**src/rtl/hamming_codec_arbiter.sv**
```systemverilog
// Two-requester arbiter sharing one Hamming(7,4) encode/correct datapath with a registered response.
// Optional saturating corrected-error counter enabled by macro HAMMING_ARB_ERRCNT_EN.
module hamming_codec_arbiter #(
   parameter int unsigned ERR_CNT_W = 8,
   parameter int unsigned RR_EN_P   = 1
) (
   input  logic                 clk,
   input  logic                 rst_n,
   input  logic                 a_valid,
   output logic                 a_ready,
   input  logic                 a_op,
   input  logic [6:0]           a_data,
   input  logic                 b_valid,
   output logic                 b_ready,
   input  logic                 b_op,
   input  logic [6:0]           b_data,
   output logic                 rsp_valid,
   input  logic                 rsp_ready,
   output logic                 rsp_id,
   output logic [6:0]           rsp_data,
   output logic [2:0]           rsp_syn,
   output logic                 rsp_err,
   output logic [ERR_CNT_W-1:0] err_count
);

   localparam logic [0:0] StIdle = 1'b0;
   localparam logic [0:0] StResp = 1'b1;

   logic [0:0] state_q;
   logic       last_grant_q;  // 1 = B was granted last
   logic       grant_b;
   logic       can_accept;
   logic       accept;
   logic       sel_op;
   logic [6:0] sel_data;
   logic [6:0] enc_cw;
   logic [2:0] syn;
   logic [6:0] flip;
   logic [6:0] corr;
   logic [6:0] res_data;
   logic [2:0] res_syn;

   always_comb begin
      grant_b    = b_valid & (~a_valid | ((RR_EN_P != 0) & ~last_grant_q));
      can_accept = (state_q == StIdle) | rsp_ready;
      a_ready    = rst_n & can_accept & a_valid & ~grant_b;
      b_ready    = rst_n & can_accept & grant_b;
      accept     = a_ready | b_ready;
      sel_op     = grant_b ? b_op : a_op;
      sel_data   = grant_b ? b_data : a_data;
   end

   always_comb begin
      enc_cw    = 7'd0;
      enc_cw[6] = sel_data[3];
      enc_cw[5] = sel_data[2];
      enc_cw[4] = sel_data[1];
      enc_cw[2] = sel_data[0];
      enc_cw[0] = enc_cw[6] ^ enc_cw[4] ^ enc_cw[2];
      enc_cw[1] = enc_cw[6] ^ enc_cw[5] ^ enc_cw[2];
      enc_cw[3] = enc_cw[6] ^ enc_cw[5] ^ enc_cw[4];

      syn[0] = sel_data[0] ^ sel_data[6] ^ sel_data[4] ^ sel_data[2];
      syn[1] = sel_data[1] ^ sel_data[6] ^ sel_data[5] ^ sel_data[2];
      syn[2] = sel_data[3] ^ sel_data[6] ^ sel_data[5] ^ sel_data[4];
      // Syndrome k points at cw[k-1]; parity-bit hits leave the data bits untouched.
      flip   = (syn == 3'd0) ? 7'd0 : (7'd1 << (syn - 3'd1));
      corr   = sel_data ^ flip;

      if (sel_op) begin
         res_data = {3'b000, corr[6], corr[5], corr[4], corr[2]};
         res_syn  = syn;
      end else begin
         res_data = enc_cw;
         res_syn  = 3'd0;
      end
   end

   always_ff @(posedge clk or negedge rst_n) begin
      if (!rst_n) begin
         state_q      <= StIdle;
         last_grant_q <= 1'b1;
         rsp_id       <= 1'b0;
         rsp_data     <= 7'd0;
         rsp_syn      <= 3'd0;
         rsp_err      <= 1'b0;
      end else if (accept) begin
         state_q      <= StResp;
         last_grant_q <= grant_b;
         rsp_id       <= grant_b;
         rsp_data     <= res_data;
         rsp_syn      <= res_syn;
         rsp_err      <= (res_syn != 3'd0);
      end else if (rsp_ready) begin
         state_q      <= StIdle;
      end
   end

   assign rsp_valid = (state_q == StResp);

`ifdef HAMMING_ARB_ERRCNT_EN
   logic [ERR_CNT_W-1:0] err_count_q;

   always_ff @(posedge clk or negedge rst_n) begin
      if (!rst_n) begin
         err_count_q <= '0;
      end else if (accept && sel_op && (syn != 3'd0) && !(&err_count_q)) begin
         err_count_q <= err_count_q + ERR_CNT_W'(1);
      end
   end

   assign err_count = err_count_q;
`else
   assign err_count = '0;
`endif

endmodule

```
**config.mk**
```make
export PLATFORM = sky130hd
export DESIGN_NAME = hamming_codec_arbiter
export DESIGN_NICKNAME = d
export VERILOG_FILES = /design/src/rtl/hamming_codec_arbiter.sv
export SDC_FILE = /design/constraint.sdc
export NUM_CORES = 1
export LEC_CHECK = 0
export ABC_CLOCK_PERIOD_IN_PS = 5410
export BUFFER_PORTS_ARGS = -buffer_cell sky130_fd_sc_hd__buf_2
export CAP_MARGIN = 20
export CORE_UTILIZATION = 57
export DETAILED_ROUTE_END_ITERATION = 8
export PLACE_DENSITY = 0.87
export SETUP_SLACK_MARGIN = 0.05
export SYNTH_ARGS = -nofsm -noshare
export SYNTH_HDL_FRONTEND = slang
export SYNTH_SLANG_ARGS = --single-unit
export TNS_END_PERCENT = 30
```
**constraint.sdc**
```tcl
create_clock -name clk -period 5.41 [get_ports clk]
set_input_delay 0.541 -clock clk [delete_from_list [all_inputs] [get_ports clk]]
set_output_delay 0.541 -clock clk [all_outputs]
set_load 0.05 [all_outputs]
```
==> results of run 1 <==
-- per-stage QoR --
stage	total power, uW	std cells	area, um^2
global route	561	253	1750
CTS	526	253	1750
detailed placement	447	249	1710
floorplan	397	207	1660
finish	525	253	1750
global placement	443	249	1710
-- power breakdown --
group | switching [uW] | internal, uW | leakage [uW]
Sequential | 11.3 | 129 | 0.000174
Combinational | 216 | 91.2 | 0.000589
Clock | 37.0 | 41.0 | 0.0000210
Total | 264 | 261 | 0.000784
-- cells in the final DEF, fill, tap and decap left out, types with 5 or more instances in the layout --
cell type / n
nand3_1: 7
nand2b_1: 5
xor2_1: 7
buf_2: 35
o31ai_1: 8
a31oi_1: 6
dfrtp_1: 13
xnor2_1: 12
nor3_1: 25
a21oi_1: 11
nor2_1: 11
conb_1: 8
mux2i_1: 5
nand2_1: 19
-- state kept, by name (all words and copies together) (netlist names) --
name	cells
last_grant_q	1
rsp_data	7
rsp_err	1
rsp_id	1
rsp_syn	3
rsp_valid	1
-- metal layers --
layer / vias to the layer above / track usage / wire length (um)
met5: - / 0 / 0
met4: 0 / 0.121 / 111
met3: 11 / 0.0281 / 206
met2: 63 / 0.384 / 1530
met1: 674 / 0.359 / 1700
li1: 742 / - / -
-- worst max-delay path by stage --
| stage | cells after the start | end |
|---|---|---|
| floorplan | 13 | rsp_data[3] |
| global placement | 11 | rsp_data[3] |
| detailed placement | 11 | rsp_data[3] |
| CTS | 11 | rsp_data[3] |
| global route | 11 | rsp_data[3] |
| finish | 11 | rsp_data[3] |
-- worst max-delay path, stage by stage --
cell,delay (ns)
buf_2,0.19
xor2_1,0.46
nor3_1,0.12
nor3_1,0.26
nor2b_1,0.09
ha_1,0.33
or2_2,0.41
nor3_1,0.21
nor4b_2,0.07
nor3_1,0.29
o41ai_2,0.11
-- cell families (layout without fill, tap and decap cells) --
logic type / Yosys count / count (layout)
flip-flops: 14 / 14
AND/OR/NAND/NOR: 76 / 76
other: 1 / 8
AO/OA/AOI/OAI: 47 / 47
multiplexers: 7 / 7
XOR/XNOR: 27 / 27
buffers and inverters: 27 / 42
adder cells (fa/ha/maj): 1 / 1
-- layout make-up --
class | count | area share
tap | 31 | 0.0222
timing repair buffer | 37 | 0.109
sequential | 14 | 0.201
inverter | 1 | 0.00215
multi-input combinational | 166 | 0.644
clock buffer | 4 | 0.0208
==> out/results.tsv, run 1 <==
stage	metric	value	unit
clocking	CTS Root Cell	clkbuf_4	
die	Vert. Die Dim	55.5	um
route	Routed Wire Length	3550	um
setup_path	Critical Path RT	5.58	ns
logic_synthesis	synth top area cells	dfrtp_1, nor3_1, buf_4, xnor2_1, nand2_1	
setup_path	CP Max Fanout	15	
setup_path	crit end category	register	
clocking	Clock transition at path regs	0.09	ns
route	via/cell ratio	5.89	
logic_synthesis	Post-Syn Area per Cell	8.15	um^2
layout	layout cells sized above 1	0.248	
timing	Final Critical Period	2.91	ns
route	drt first pass iters	4	
global_route	initial antenna violation count	0	
route	routed vias	1490	
clocking	post-CTS setup buffer count	0	
clocking	clk buf depth	2	
layout	FILL cells	266	
layout	antenna fix cells	0	
placement	pre-CTS setup slack	2.27	ns
placement	post-DP HPWL	2720	um
worst_hold_path	hold crit path type	in -> async	
logic_synthesis	mux contribution to synthesized area	0.0445	
global_route	largest net degree at the start of global routing	25	
setup_path	reg2reg setup slack	2.61	ns
logic_synthesis	Synth area leader	dfrtp_1	
logic_synthesis	Yosys Warn Count	0	
clocking	# resized after CTS	0	
logic_synthesis	largest family of logic cells by synthesized area	simple AND/OR/NAND/NOR gates	
job	max cap viols	0	
die	Horiz. Die Dim	55.5	um
die	row cnt	19	
timing	final setup TNS	0	ns
logic_synthesis	Netlist cell types	47	
logic_synthesis	most frequent cells after synthesis	nor3_1, nand2_1, buf_4	
placement	Final GP Congestion	0.907	
logic_synthesis	ys flop type	dfrtp_1	
power_and_ir_drop	Max VDD drop	293	uV
global_route	vias in the first global route	1350	
logic_synthesis	Seq/Total Area, Yosys	0.216	
logic_synthesis	Compound-Gate Fraction of Synth Area	0.202	
timing	Setup Skew	0.00431	ns
global_route	first-pass GRT wire length	6200	um
route	WL per Instance	14.0	um
global_route	Overflow after GRT	0	
layout	multi-input logic area	1120	um^2
timing	Hold Slack	0.153	ns
logic_synthesis	EDFF count, synth	0	
die	initial core utilization	0.596	
logic_synthesis	adder-cell area share of the yosys netlist	0.00767	
logic_synthesis	simple-gate area share of the yosys netlist	0.228	
power_and_ir_drop	static leakage	0.000784	uW
clocking	clock latency on the worst-skew pair	0.29	ns
timing	measured slew at the worst slew-check pin	0.626	ns
route	Detail Route Antenna Nets	0	
timing	min setup slack post-route	2.50	ns
logic_synthesis	Synth top area share	0.200	
placement	port bufs	35	
layout	Core Util, Final	0.638	
clocking	H-Tree Depth	1	
timing	FMAX	343	MHz
setup_path	Crit Path Category	in -> reg	
die	DIE AREA	3080	um^2
clocking	CTS tree	built	
setup_path	Register-to-Register Path Depth	8	
setup_path	FF-to-FF End	rsp_data[3]	
logic_synthesis	count leader, synth	nor3_1	
route	DRC viols	0	
clocking	CTS Hold Bufs	0	
global_route	Tot GR Track Use	0.253	
timing	final setup vio count	0	
layout	Area Growth Syn to Fin	7.06	%
run_status	status	finished clean	
clocking	TritonCTS Buffers	3	
die	# IOs	44	
power_and_ir_drop	pwr dens	301	nW/um^2
setup_path	CP arrival	3.09	ns
logic_synthesis	Synth Area in XOR/XNOR	0.190	
logic_synthesis	#FFs+latches synth	14	
logic_synthesis	Mapped Area	1630	um^2
logic_synthesis	ys async rst share	1.00	
die	core area	2730	um^2
setup_path	Reg-to-Reg Start	last_grant_q	
layout	register area	352	um^2
timing	count of final hold-check violations	0	
layout	nets@finish	245	
setup_path	crit path from	a_data[2]	
clocking	clock sink count	14	
timing	Relative slew margins	0.580	
timing	final slew viol count	0	
logic_synthesis	gate count of the mapped netlist	200	
timing	final worst path period share	0.538	
setup_path	Startpoint Class	primary input	
timing	RSZ-0062 raised after global routing	false	
route	drt initial violations	55	
Note: power is estimated with default switching activity, not from simulation.
==> run 2, diff against run 1 <==
- ABC_CLOCK_PERIOD_IN_PS: 5410 -> 2400
- CORE_UTILIZATION: 57 -> 48
- PLACE_DENSITY: 0.87 -> 0.78
- clock period: 5.41 -> 2.4 ns (I/O delays scaled with it)
==> out/results.tsv, run 2 (synthesis gave the netlist of run 1 again) <==
stage	metric	value	unit	change
layout	layout cells sized above 1	0.408		+0.160
timing	measured slew at the worst slew-check pin	0.672	ns	+0.0464 ns
die	DIE AREA	3630	um^2	+18%
global_route	largest net degree at the start of global routing	19		-24%
timing	final setup TNS	-0.00405	ns	-0.00405 ns
global_route	initial antenna violation count	0		unchanged
setup_path	CP top delay family	simple AND/OR/NAND/NOR gates		
layout	antenna fix cells	0		unchanged
placement	placed inst area	2000	um^2	+17%
global_route	vias in the first global route	1499		+11%
setup_path	crit end category	register		
route	Routed Wire Length	4640	um	+31%
global_route	first-pass GRT wire length	6880	um	+11%
placement	port bufs	35		unchanged
timing	Relative slew margins	0.550		-0.0299
worst_hold_path	hold crit path type	in -> reg		
power_and_ir_drop	static leakage	0.000978	uW	+25%
die	Horiz. Die Dim	60.3	um	+8.7%
job	max cap viols	0		unchanged
layout	FILL cells	247		-7.1%
setup_path	Startpoint Class	register		
route	WL per Instance	15.5	um	+11%
timing	count of final hold-check violations	0		unchanged
setup_path	CP Max Fanout	4		-11
global_route	Overflow after GRT	0		unchanged
clocking	clock latency on the worst-skew pair	0.28	ns	about the same
layout	Area Growth Syn to Fin	31.6	%	
power_and_ir_drop	power consumption	1400	uW	+170%
clocking	CTS Root Cell	clkbuf_4		
clocking	clk buf depth	2		unchanged
setup_path	largest stage delay on the critical path	0.41	ns	-0.05 ns
setup_path	Worst path most repeated cell	nor2_1		
route	Detail Route Antenna Nets	0		unchanged
layout	biggest regs	rsp_data x7, rsp_syn x3		
layout	max reg flops	7		unchanged
route	drt first pass iters	4		unchanged
layout	nets@finish	278		+13%
placement	post-DP HPWL	3370	um	+24%
power_and_ir_drop	pwr dens	651	nW/um^2	+120%
clocking	H-Tree Depth	1		unchanged
setup_path	Worst path depth	9		-2
setup_path	Crit Path Category	reg -> reg		
die	row cnt	20		+1
clocking	CTS tree	built		
setup_path	Critical Path RT	2.57	ns	-3.01 ns
power_and_ir_drop	Max VDD drop	251	uV	-14%
layout	Biggest register	rsp_data		
die	Vert. Die Dim	60.3	um	+8.7%
setup_path	CP arrival	2.58	ns	-0.51 ns
clocking	TritonCTS Buffers	3		unchanged
route	DRC viols	0		unchanged
layout	Core Util, Final	0.686		+0.0476
run_status	failing checks	setup timing		
timing	min setup slack post-route	-0.00405	ns	-2.50 ns
die	initial core utilization	0.521		-0.0751
timing	FMAX	416	MHz	
setup_path	CP cell instances	a21boi_4, nand3_1, nor2b_2, ha_4, nor2_1, nor2_1, nor4_2, nor3_2, o41ai_2		
timing	final setup vio count	1		+1
worst_hold_path	Hold Path Cell Cnt	3		
layout	most frequent cells in the layout	buf_2, buf_4, nor3_1, nand2_1, dfrtp_1		
setup_path	WP buf/inv	0		-1
die	core area	3130	um^2	+14%
global_route	Tot GR Track Use	0.253		about the same
clocking	clock sink count	14		unchanged
clocking	Clock transition at path regs	0.09	ns	about the same
die	# IOs	44		unchanged
route	via/cell ratio	5.75		-2.4%
timing	Hold Slack	0.216	ns	+0.0627 ns
route	drt initial violations	129		+130%
timing	Final Critical Period	2.40	ns	
timing	final worst path period share	1.00		
timing	final slew viol count	0		unchanged
route	routed vias	1718		+15%
run_status	status	finished, violations left		
timing	Setup Skew	0.00561	ns	+0.00129 ns
setup_path	Register-to-Register Path Depth	9		+1
placement	Final GP Congestion	0.977		+7.7%
setup_path	Worst path slowest cell	dfstp_2		
layout	final instance area	2150	um^2	+23%
layout	commonest non-fill, non-tap cell in the layout	buf_2		
[run 2: cell count changes in the layout (fill, tap and decap cells not counted), moves of 2 or more]
cell	previous run	this run
buf_4	2	33
nor3_1	25	22
nor3_2	0	3
nor4_1	3	0
nor4_2	0	3
or2_4	0	2
xnor2_1	12	9
xnor2_2	3	6
xor2_1	7	4
xor2_2	3	6
[run 2: per-layer routing]
metal,up-vias,GRT usage,wire length (um)
met5,-,0,0
li1,813,-,-
met2,100,0.400,2160
met4,0,0.120,196
met1,783,0.335,1880
met3,22,0.0368,403
[run 2: per-stage QoR]
stage | std cells | worst slack (ns)
6_report | 299 | -0.00405
5_1_grt | 299 | -0.0408
4_1_cts | 298 | 0.0541
3_5_place_dp | 290 | -0.174
3_3_place_gp | 290 | -0.131
2_1_floorplan | 207 | -0.0700
[run 2: layout make-up]
cell class	instances	area, um^2	share of cell area
repair buffers	69	433	0.202
well taps	44	55.1	0.0257
clock buffers	4	36.3	0.0169
inverters	1	3.75	0.00175
multi-input cells	167	1270	0.590
flip-flops and latches	14	352	0.164
[run 2: timing repair]
item	in CTS	in global routing
pin swaps	3	7
endpoints found under the setup margin	3	3
endpoints found under the hold margin	13	0
setup buffers	2	1
resized for setup	3	9
cloned	1	0
hold buffers	1	0
[run 2: path summary, 6_finish.rpt]
| kind | from | slack [ns] | endpoint |
|---|---|---|---|
| setup reg to reg | last_grant_q | -0.004 | rsp_data[3] |
| max in group asynchronous | rst_n | 1.72 | last_grant_q |
| hold / removal | b_valid | 0.22 | last_grant_q |
| min in group asynchronous | rst_n | 0.44 | rsp_valid |
| hold reg to reg | rsp_syn[2] | 0.48 | rsp_syn[2] |
| setup / recovery | last_grant_q | -0.004 | rsp_data[3] |
[run 2: worst min-delay path, cell delays in order]
cell and delay [ns]:
buf_2 0.12, nand3_1 0.06, o21ai_0 0.07
[run 2: where the power goes]
group / leakage [uW] / switching, uW / internal (uW)
Combinational: 0.000783 / 564 / 338
Clock: 0.0000210 / 79.6 / 92.4
Sequential: 0.000174 / 31.8 / 290
Total: 0.000978 / 675 / 721
==> run 3, diff against run 2 <==
- REMOVE_ABC_BUFFERS: not set -> 1
==> out/results.tsv, run 3 (synthesis gave the netlist of run 1 again) <==
stage	metric	value	unit	change
route	Detail Route Antenna Nets	0		unchanged
die	Vert. Die Dim	60.3	um	unchanged
setup_path	crit end category	register		
die	core area	3130	um^2	unchanged
timing	Final Critical Period	2.30	ns	-0.104 ns
route	drt initial violations	119		-7.8%
route	drt first pass iters	4		unchanged
global_route	first-pass GRT wire length	6930	um	+0.80%
job	max cap viols	0		unchanged
timing	final setup vio count	0		-1
global_route	Tot GR Track Use	0.256		+0.00248
worst_hold_path	worst hold path endpoint	last_grant_q		
global_route	initial antenna violation count	0		unchanged
layout	commonest non-fill, non-tap cell in the layout	buf_2		
setup_path	CP arrival	2.46	ns	-0.12 ns
setup_path	FF-to-FF End	rsp_data[2]		
run_status	status	finished clean		
clocking	clk buf depth	2		unchanged
setup_path	Register-to-Register Path Depth	9		unchanged
placement	dpl cells	292		+0.69%
placement	Final GP Congestion	0.964		-1.4%
layout	most frequent cells in the layout	buf_2, buf_4, nor3_1, nand2_1, dfrtp_1		
clocking	TritonCTS Buffers	3		unchanged
worst_hold_path	hold crit path type	in -> reg		
clocking	H-Tree Depth	1		unchanged
layout	Area Growth Syn to Fin	27.8	%	
clocking	Clock transition at path regs	0.08	ns	about the same
clocking	clock latency on the worst-skew pair	0.28	ns	about the same
layout	FILL cells	284		+15%
setup_path	Critical Path RT	2.56	ns	about the same
timing	final slew viol count	0		unchanged
layout	Biggest register	rsp_data		
clocking	post-CTS setup buffer count	0		-2
setup_path	Reg-to-Reg Start	last_grant_q		
power_and_ir_drop	pwr dens	650	nW/um^2	-0.15%
power_and_ir_drop	power consumption	1350	uW	-3.1%
clocking	CTS Root Cell	clkbuf_4		
setup_path	reg2reg setup slack	0.1	ns	+0.10 ns
die	DIE AREA	3630	um^2	unchanged
route	DRC viols	0		unchanged
timing	count of final hold-check violations	0		unchanged
clocking	CTS tree	built		
route	WL per Instance	14.4	um	-7.2%
timing	RSZ-0062 raised after global routing	true		
route	routed vias	1621		-5.6%
setup_path	Startpoint Class	register		
timing	measured slew at the worst slew-check pin	0.591	ns	-0.0811 ns
route	via/cell ratio	5.44		-5.3%
setup_path	crit path from	last_grant_q		
layout	layout cells sized above 1	0.378		-0.0299
die	# IOs	44		unchanged
clocking	clock sink count	14		unchanged
layout	multi-input logic area	1210	um^2	-4.3%
die	Horiz. Die Dim	60.3	um	unchanged
route	Routed Wire Length	4290	um	-7.5%
worst_hold_path	HP Start	b_valid		
worst_hold_path	Hold Path Cell Cnt	3		unchanged
timing	Relative slew margins	0.604		+0.0543
placement	port bufs	35		unchanged
placement	placed inst area	1950	um^2	-2.7%
setup_path	CP Max Fanout	7		+3
layout	max reg flops	7		unchanged
global_route	Overflow after GRT	0		unchanged
layout	antenna fix cells	0		unchanged
timing	FMAX	435	MHz	+4.5%
timing	final worst path period share	0.958		-0.0432
placement	post-DP HPWL	3400	um	+0.95%
global_route	vias in the first global route	1469		-2.0%
die	initial core utilization	0.521		unchanged
setup_path	Crit Path Category	reg -> reg		
timing	final setup TNS	0	ns	+0.00405 ns
die	row cnt	20		unchanged
power_and_ir_drop	static leakage	0.000951	uW	-2.8%
layout	nets@finish	277		-0.36%
layout	final non-filler cell total	298		-0.33%
layout	register area	352	um^2	unchanged
layout	final instance area	2080	um^2	-2.9%
timing	Setup Skew	0.00776	ns	+0.00215 ns
global_route	largest net degree at the start of global routing	19		unchanged
layout	biggest regs	rsp_data x7, rsp_syn x3		
power_and_ir_drop	Max VDD drop	287	uV	+14%
## run 3: how the worst max path moves through the flow
stage / endpoint / cells past startpoint
6_report: rsp_data[2] / 9
5_1_grt: rsp_data[2] / 9
4_1_cts: rsp_data[3] / 9
3_5_place_dp: rsp_data[2] / 9
3_3_place_gp: rsp_data[3] / 9
2_1_floorplan: rsp_data[3] / 9
## run 3: stage by stage
stage	hold slack (ns)	setup WS, ns	util
CTS	0.235	0.0366	0.640
finish	0.246	0.0996	0.666
floorplan	-0.0556	-0.404	-
global route	0.250	0.00911	0.666
detailed placement	0.207	-0.436	0.624
global placement	0.207	-0.344	0.624
## run 3: final cells by class
cell class                      count  area share
Tap cell                           44      0.0264
Sequential cell                    14       0.169
Inverter                            1     0.00180
Multi-Input combinational cell    167       0.581
Clock buffer                        4      0.0174
Timing Repair Buffer               68       0.204
## run 3: power by group
group          total, uW  internal (uW)  leakage [uW]  switching [uW]
Combinational        865            320      0.000755             545
Sequential           321            290      0.000174            31.1
Clock                167           92.3     0.0000210            75.0
Total               1350            702      0.000951             651
## run 3: metal layers
layer  vias to the layer above  GRT usage  part of all wire
li1                        811          -                 -
met1                       731      0.353              0.46
met2                        73      0.414              0.46
met3                         6     0.0260             0.064
met4                         0     0.0797             0.014
met5                         -          0                 0
## run 3: critical path, stage by stage (launching register included)
cell and delay [ns]:
dfstp_2 0.59, a21bo_4 0.17, mux2i_4 0.26, ha_4 0.23, or2_4 0.29, buf_4 0.15
nor3_1 0.14, o21ai_0 0.11, a21oi_1 0.15, o31ai_1 0.09
## run 3: repair_timing
| action | in CTS | in global routing |
|---|---|---|
| endpoints found under the hold margin | 13 | 0 |
| hold buffers | 1 | 0 |
| resized for setup | 3 | 13 |
| endpoints found under the setup margin | 4 | 3 |
| cloned | 0 | 1 |
| pin swaps | 1 | 7 |
